===== src/rtl/tow_pkg.sv =====
// ---------------------------------------------------------------------------
// tow_pkg
// Shared definitions for the tug-of-war bot player and its LFSR.
//   state_t            : bot FSM states
//   LFSR_TAPS          : feedback mask for x^8+x^6+x^5+x^4+1
//   DEFAULT_MIN_DELAY  : minimum reaction delay in game-clock ticks
//   DEFAULT_PRESS_HOLD : cycles the fake pushbutton is held high
// ---------------------------------------------------------------------------
package tow_pkg;

    typedef enum logic [2:0] {
        IDLE  = 3'd0,
        ARM   = 3'd1,
        DELAY = 3'd2,
        PRESS = 3'd3,
        DONE  = 3'd4
    } state_t;

    // Bits 7,5,4,3 correspond to taps 8,6,5,4 of the polynomial.
    localparam logic [7:0] LFSR_TAPS = 8'hB8;

    localparam int DEFAULT_MIN_DELAY  = 20;
    localparam int DEFAULT_PRESS_HOLD = 5;

endpackage


===== src/rtl/tow_lfsr8.sv =====
// ---------------------------------------------------------------------------
// tow_lfsr8
// Free-running 8-bit Fibonacci LFSR, advancing every clock.
//   clk   : in  clock
//   rst   : in  asynchronous active-high reset, loads the seed
//   value : out current LFSR state (never zero)
// ---------------------------------------------------------------------------
module tow_lfsr8
    import tow_pkg::*;
#(
    parameter logic [7:0] SEED = 8'hA5,
    parameter logic [7:0] TAPS = LFSR_TAPS
) (
    input  logic       clk,
    input  logic       rst,
    output logic [7:0] value
);

    // An all-zero LFSR would lock up, so a zero seed is replaced by 1.
    localparam logic [7:0] START = (SEED == 8'h00) ? 8'h01 : SEED;

    always_ff @(posedge clk or posedge rst) begin
        if (rst) begin
            value <= START;
        end else begin
            value <= {value[6:0], ^(value & TAPS)};
        end
    end

endmodule


===== src/rtl/tow_bot_player.sv =====
// ---------------------------------------------------------------------------
// tow_bot_player
// Automated tug-of-war opponent. Waits for a round start (go rising), then
// after a pseudo-random, skill-scaled delay issues a PRESS_HOLD-cycle pulse
// on pb. Optionally cheats with an occasional false start.
//   clk         : in  500 Hz game clock
//   rst         : in  asynchronous active-high reset
//   en          : in  bot enabled; low forces IDLE
//   go          : in  round-start indication (leds_on)
//   clr         : in  round clear
//   skill       : in  right-shift applied to the random delay part
//   cheat_en    : in  allow false starts
//   pb          : out pushbutton output to the game
//   busy        : out high in DELAY or PRESS
//   press_count : out saturating count of presses issued
// ---------------------------------------------------------------------------
module tow_bot_player
    import tow_pkg::*;
#(
    parameter logic [7:0] SEED       = 8'hA5,
    parameter int         MIN_DELAY  = DEFAULT_MIN_DELAY,
    parameter int         RAND_BITS  = 6,
    parameter int         PRESS_HOLD = DEFAULT_PRESS_HOLD,
    parameter int         CNT_W      = 8
) (
    input  logic             clk,
    input  logic             rst,
    input  logic             en,
    input  logic             go,
    input  logic             clr,
    input  logic [1:0]       skill,
    input  logic             cheat_en,
    output logic             pb,
    output logic             busy,
    output logic [CNT_W-1:0] press_count
);

    // Wide enough for MIN_DELAY plus the largest random part.
    localparam int DELAY_W = $clog2(MIN_DELAY + (1 << RAND_BITS));
    localparam int HOLD_W  = $clog2(PRESS_HOLD + 1);

    state_t               state;
    logic [7:0]           lfsr;
    logic                 go_d;
    logic                 go_rise;
    logic                 false_start;
    logic [RAND_BITS-1:0] rand_part;
    logic [DELAY_W-1:0]   delay_load;
    logic [DELAY_W-1:0]   delay_cnt;
    logic [HOLD_W-1:0]    hold_cnt;
    logic                 lfsr_unused;

    tow_lfsr8 #(
        .SEED (SEED),
        .TAPS (LFSR_TAPS)
    ) u_lfsr (
        .clk   (clk),
        .rst   (rst),
        .value (lfsr)
    );

    // Only the low LFSR bits feed the delay and cheat decisions.
    assign lfsr_unused = ^lfsr;

    // Round-start edge, reaction delay to load, and cheat condition.
    always_comb begin
        go_rise     = go & ~go_d;
        rand_part   = lfsr[RAND_BITS-1:0] >> skill;
        delay_load  = DELAY_W'(MIN_DELAY) + DELAY_W'(rand_part);
        false_start = cheat_en & ~go & (lfsr[3:0] == 4'd0);
    end

    // Bot FSM with registered pb/busy. A false start leaves ARM, so each
    // ARM entry can produce at most one. The press counter is bumped on
    // every entry into PRESS, whichever way it was reached.
    always_ff @(posedge clk or posedge rst) begin
        if (rst) begin
            state       <= IDLE;
            pb          <= 1'b0;
            busy        <= 1'b0;
            press_count <= '0;
            delay_cnt   <= '0;
            hold_cnt    <= '0;
            go_d        <= 1'b0;
        end else begin
            go_d <= go;
            if (!en) begin
                state <= IDLE;
                pb    <= 1'b0;
                busy  <= 1'b0;
            end else begin
                case (state)
                    IDLE: begin
                        state <= ARM;
                        pb    <= 1'b0;
                        busy  <= 1'b0;
                    end
                    ARM: begin
                        if (clr) begin
                            state <= ARM;
                        end else if (go_rise) begin
                            delay_cnt <= delay_load;
                            state     <= DELAY;
                            busy      <= 1'b1;
                        end else if (false_start) begin
                            state    <= PRESS;
                            pb       <= 1'b1;
                            busy     <= 1'b1;
                            hold_cnt <= HOLD_W'(PRESS_HOLD);
                            if (press_count != '1) begin
                                press_count <= press_count + CNT_W'(1);
                            end
                        end
                    end
                    DELAY: begin
                        if (clr || !go) begin
                            state <= ARM;
                            busy  <= 1'b0;
                        end else if (delay_cnt == DELAY_W'(1)) begin
                            state    <= PRESS;
                            pb       <= 1'b1;
                            busy     <= 1'b1;
                            hold_cnt <= HOLD_W'(PRESS_HOLD);
                            if (press_count != '1) begin
                                press_count <= press_count + CNT_W'(1);
                            end
                        end else begin
                            delay_cnt <= delay_cnt - DELAY_W'(1);
                        end
                    end
                    PRESS: begin
                        if (clr) begin
                            state <= ARM;
                            pb    <= 1'b0;
                            busy  <= 1'b0;
                        end else if (hold_cnt == HOLD_W'(1)) begin
                            state <= DONE;
                            pb    <= 1'b0;
                            busy  <= 1'b0;
                        end else begin
                            hold_cnt <= hold_cnt - HOLD_W'(1);
                        end
                    end
                    DONE: begin
                        if (clr || !go) begin
                            state <= ARM;
                        end
                    end
                    default: begin
                        state <= IDLE;
                        pb    <= 1'b0;
                        busy  <= 1'b0;
                    end
                endcase
            end
        end
    end

endmodule

===== config.mk =====
export PLATFORM = sky130hd
export DESIGN_NAME = tow_bot_player
export DESIGN_NICKNAME = d
export VERILOG_FILES = /design/src/rtl/tow_pkg.sv /design/src/rtl/tow_lfsr8.sv /design/src/rtl/tow_bot_player.sv
export SDC_FILE = /design/constraint.sdc
export NUM_CORES = 1
export LEC_CHECK = 0
export CAP_MARGIN = 20
export CORE_MARGIN = 5
export CORE_UTILIZATION = 45
export CTS_CLUSTER_DIAMETER = 80
export DETAILED_ROUTE_END_ITERATION = 10
export GPL_TIMING_DRIVEN = 0
export PLACE_DENSITY = 0.76
export SETUP_SLACK_MARGIN = 0.5
export SYNTH_ARGS = -nofsm -noshare
export SYNTH_HDL_FRONTEND = slang
export SYNTH_SLANG_ARGS = --single-unit

===== constraint.sdc =====
create_clock -name clk -period 2.7 [get_ports clk]
set_clock_uncertainty 0.15 [all_clocks]
set_input_delay 0.54 -clock clk [delete_from_list [all_inputs] [get_ports clk]]
set_output_delay 0.54 -clock clk [all_outputs]
set_load 0.1 [all_outputs]

==> metrics.txt <==
placer congestion estimate 0.855; Warnings, synthesis 0; hold path startpoint u_lfsr.value[6]; Final Slew Violations 0; Antenna Cells 0; Initial Util 47.1%; clock tree sinks 32; I/O Buffers 15; pin count of the biggest net entering global routing 24; critical path, cell by cell buf_2 -> nand2b_4 -> a2111o_1 -> o21ba_2 -> buf_6 -> o21ai_1 -> a32o_1; core area 4090 µm²; clock latency on the worst-skew pair 0.28 ns; crit path launch type flip-flop; CP endpoint kind flip-flop; largest family of logic cells by synthesized area simple AND/OR/NAND/NOR gates; MaxCap Viol Count 0; layout cells sized above 1 23.9%; std cell rows 23; Worst Setup SP state[2]; most frequent cells in the layout 21 x dfrtp_1, 16 x nor2_1, 16 x nand2_1; Nets 235; Initial DRC Count 116; CP Data Required Time 2.72 ns; slowest CP cell a2111o_1; critical path arrival 2.19 ns; Die W 75.4 µm; TNS Setup 0 ns; f_max 0.460 GHz; leak pwr 0.969 nW; R2R setup slack 0.53 ns; worst hold path type flip-flop to flip-flop; worst r2r src state[2]; most common cell after layout, fill and taps aside dfrtp_1; initial antenna violation count 0; multiplexer share of the synthesized area 5.59%; clock-pin slew of the registers on the worst-case setup and hold paths 0.07 ns; Synth Area in Compound Gates 16.4%; first-pass iteration count of the detailed router 4; Routed WL per cell 15.0 µm; TritonCTS clock tree done; ys flop type dfrtp_1; Boundary Pins 18; via density per instance 5.79; #FFs+latches synth 32; status completed; final cell count without fillers 272; Overall Global Routing Usage 16.3%; number of fill cells in the layout 350; Final Hold Viols 0; Cells after DPL 263; Synth Cell Area 1930 µm²; area grow syn2layout 20.6%; worst-margin pin slew 0.944 ns; vias in the first global route 1,537; drc violations 0; Tcrit/Tclk final 80.5%; Setup CP Type flip-flop to flip-flop; DRT Wirelength 4090 µm; xor/xnor cell area share of the yosys netlist 5.46%; Synth Area per Inst 9.77 µm²; sequential area share after synthesis 41.8%; Detailed Place HPWL 2960 µm; TritonCTS buffer count 5; GRT Residual Overflow 0; total power 1.94 mW; setup violators final 0; first-pass GRT wire length 7070 µm; DIE HEIGHT 75.4 µm; Post-Synth Adder-Cell Area 3.90%; Critical Path Fanout Max 10; Crit path largest cell delay 0.44 ns; RSZ-0062 raised after global routing yes; minimum clock period 2.17 ns; Pwr Density 834 nW/µm²; post-synth cell types 56; via count 1,576; asr flop ratio synth 100%; syn nets 211; H-Tree Depth 2; CTS root buffer clkbuf_8; simple-gate area share of the yosys netlist 22.2%; CTS max path bufs 2; Post-synth EDFFs 0; Post-Syn Instances 197; headroom to the max-slew limit 37.3%; antenna violation net count after detailed routing 0; Die Area 5690 µm²; Peak VDD IR 0.330 mV
==> flip-flops by register name (all words and copies together), names as in the netlist <==
register / count
u_lfsr.value: 8
pb: 1
press_count: 8
go_d: 1
hold_cnt: 3
delay_cnt: 7
state: 3
busy: 1
==> power breakdown <==
| part | switching, mW | internal (mW) | leakage, nW |
|---|---|---|---|
| sequential | 0.113 | 0.583 | 0.393 |
| clock | 0.169 | 0.233 | 0.0515 |
| combinational | 0.551 | 0.287 | 0.524 |
==> path summary, 6_finish.rpt <==
kind / endpoint / depth (start not counted)
hold reg to reg: u_lfsr.value[7] / 0
max in group asynchronous: u_lfsr.value[2] / 3
setup reg to reg: delay_cnt[5] / 7
min in group asynchronous: delay_cnt[1] / 2
setup / recovery: delay_cnt[5] / 7
hold / removal: u_lfsr.value[7] / 0
==> through the flow <==
step,util (%),setup WS [ns],hold slack [ns],instance area (µm²)
6_report,56.8,0.526,0.201,2320
5_1_grt,56.8,0.450,0.226,2320
4_1_cts,56.3,0.440,0.205,2300
3_5_place_dp,53.2,-0.124,0.188,2170
3_3_place_gp,52.5,-0.126,0.184,2150
2_1_floorplan,-,0.512,0.183,1930
==> cell usage after synthesis, types with 2 or more instances <==
cell type	instances	share of area [%]
o21ai_0	5	1.3
or2b_1	2	0.78
and3_1	5	1.6
nand3_1	4	1.0
nand2b_1	3	0.97
nor2_1	16	3.1
mux2_1	2	1.2
nor4_2	2	1.3
clkbuf_1	5	0.97
o22ai_1	2	0.65
xnor2_1	10	4.5
dfrtp_1	28	36
and4_1	3	1.4
nand3b_1	3	1.2
mux2_2	2	1.2
nor4_1	2	0.65
nand2_1	16	3.1
dfstp_2	4	5.5
a311oi_1	2	0.91
nor2b_1	2	0.65
ha_1	6	3.9
buf_4	2	0.78
nor4bb_1	2	1.0
nand4_1	3	0.97
or3_1	2	0.65
nor3_1	4	1.0
a31oi_1	7	2.3
mux2i_1	4	2.1
a22o_1	2	0.91
xor2_1	2	0.91
inv_1	10	1.9
a21oi_1	11	2.9
==> final cells by class <==
cell class	instances	area [µm²]	area share, %
Clock buffer	8	100	4.31
Inverter	10	37.5	1.62
Timing Repair Buffer	17	170	7.33
Sequential cell	32	815	35.1
Tap cell	50	62.6	2.69
Multi-Input combinational cell	146	1090	46.8
Buffer	9	51.3	2.21
==> timing repair <==
action / in CTS / in global routing
setup buffers: 1 / 0
endpoints found under the setup margin: 22 / 16
hold buffers: 0 / 0
pin swaps: 1 / 1
resized for setup: 30 / 16
==> per-layer routing <==
| metal | global-route usage (%) | vias up | routed length (µm) |
|---|---|---|---|
| met2 | 26.5 | 32 | 2030 |
| met3 | 4.75 | 4 | 176 |
| met1 | 20.5 | 776 | 1840 |
| met4 | 6.02 | 0 | 45 |
| li1 | - | 764 | - |
| met5 | 0 | - | 0 |
==> worst max-delay path: cells and delay by family (launching register included) <==
family | cells | cell delay, ns
compound gates | 4 | 1.00
simple gates | 1 | 0.20
flops | 1 | 0.39
buf+inv | 2 | 0.32
==> logic make-up (layout without fill, tap and decap cells) <==
group                    count (synthesis)  in the layout
adder cells (fa/ha/maj)                  6              6
XOR/XNOR                                12             12
flip-flops                              32             32
multiplexers                             9              9
buffers and inverters                   19             44
AND/OR/NAND/NOR                         74             74
AO/OA/AOI/OAI                           45             45
(Power assumes the default switching activity.)
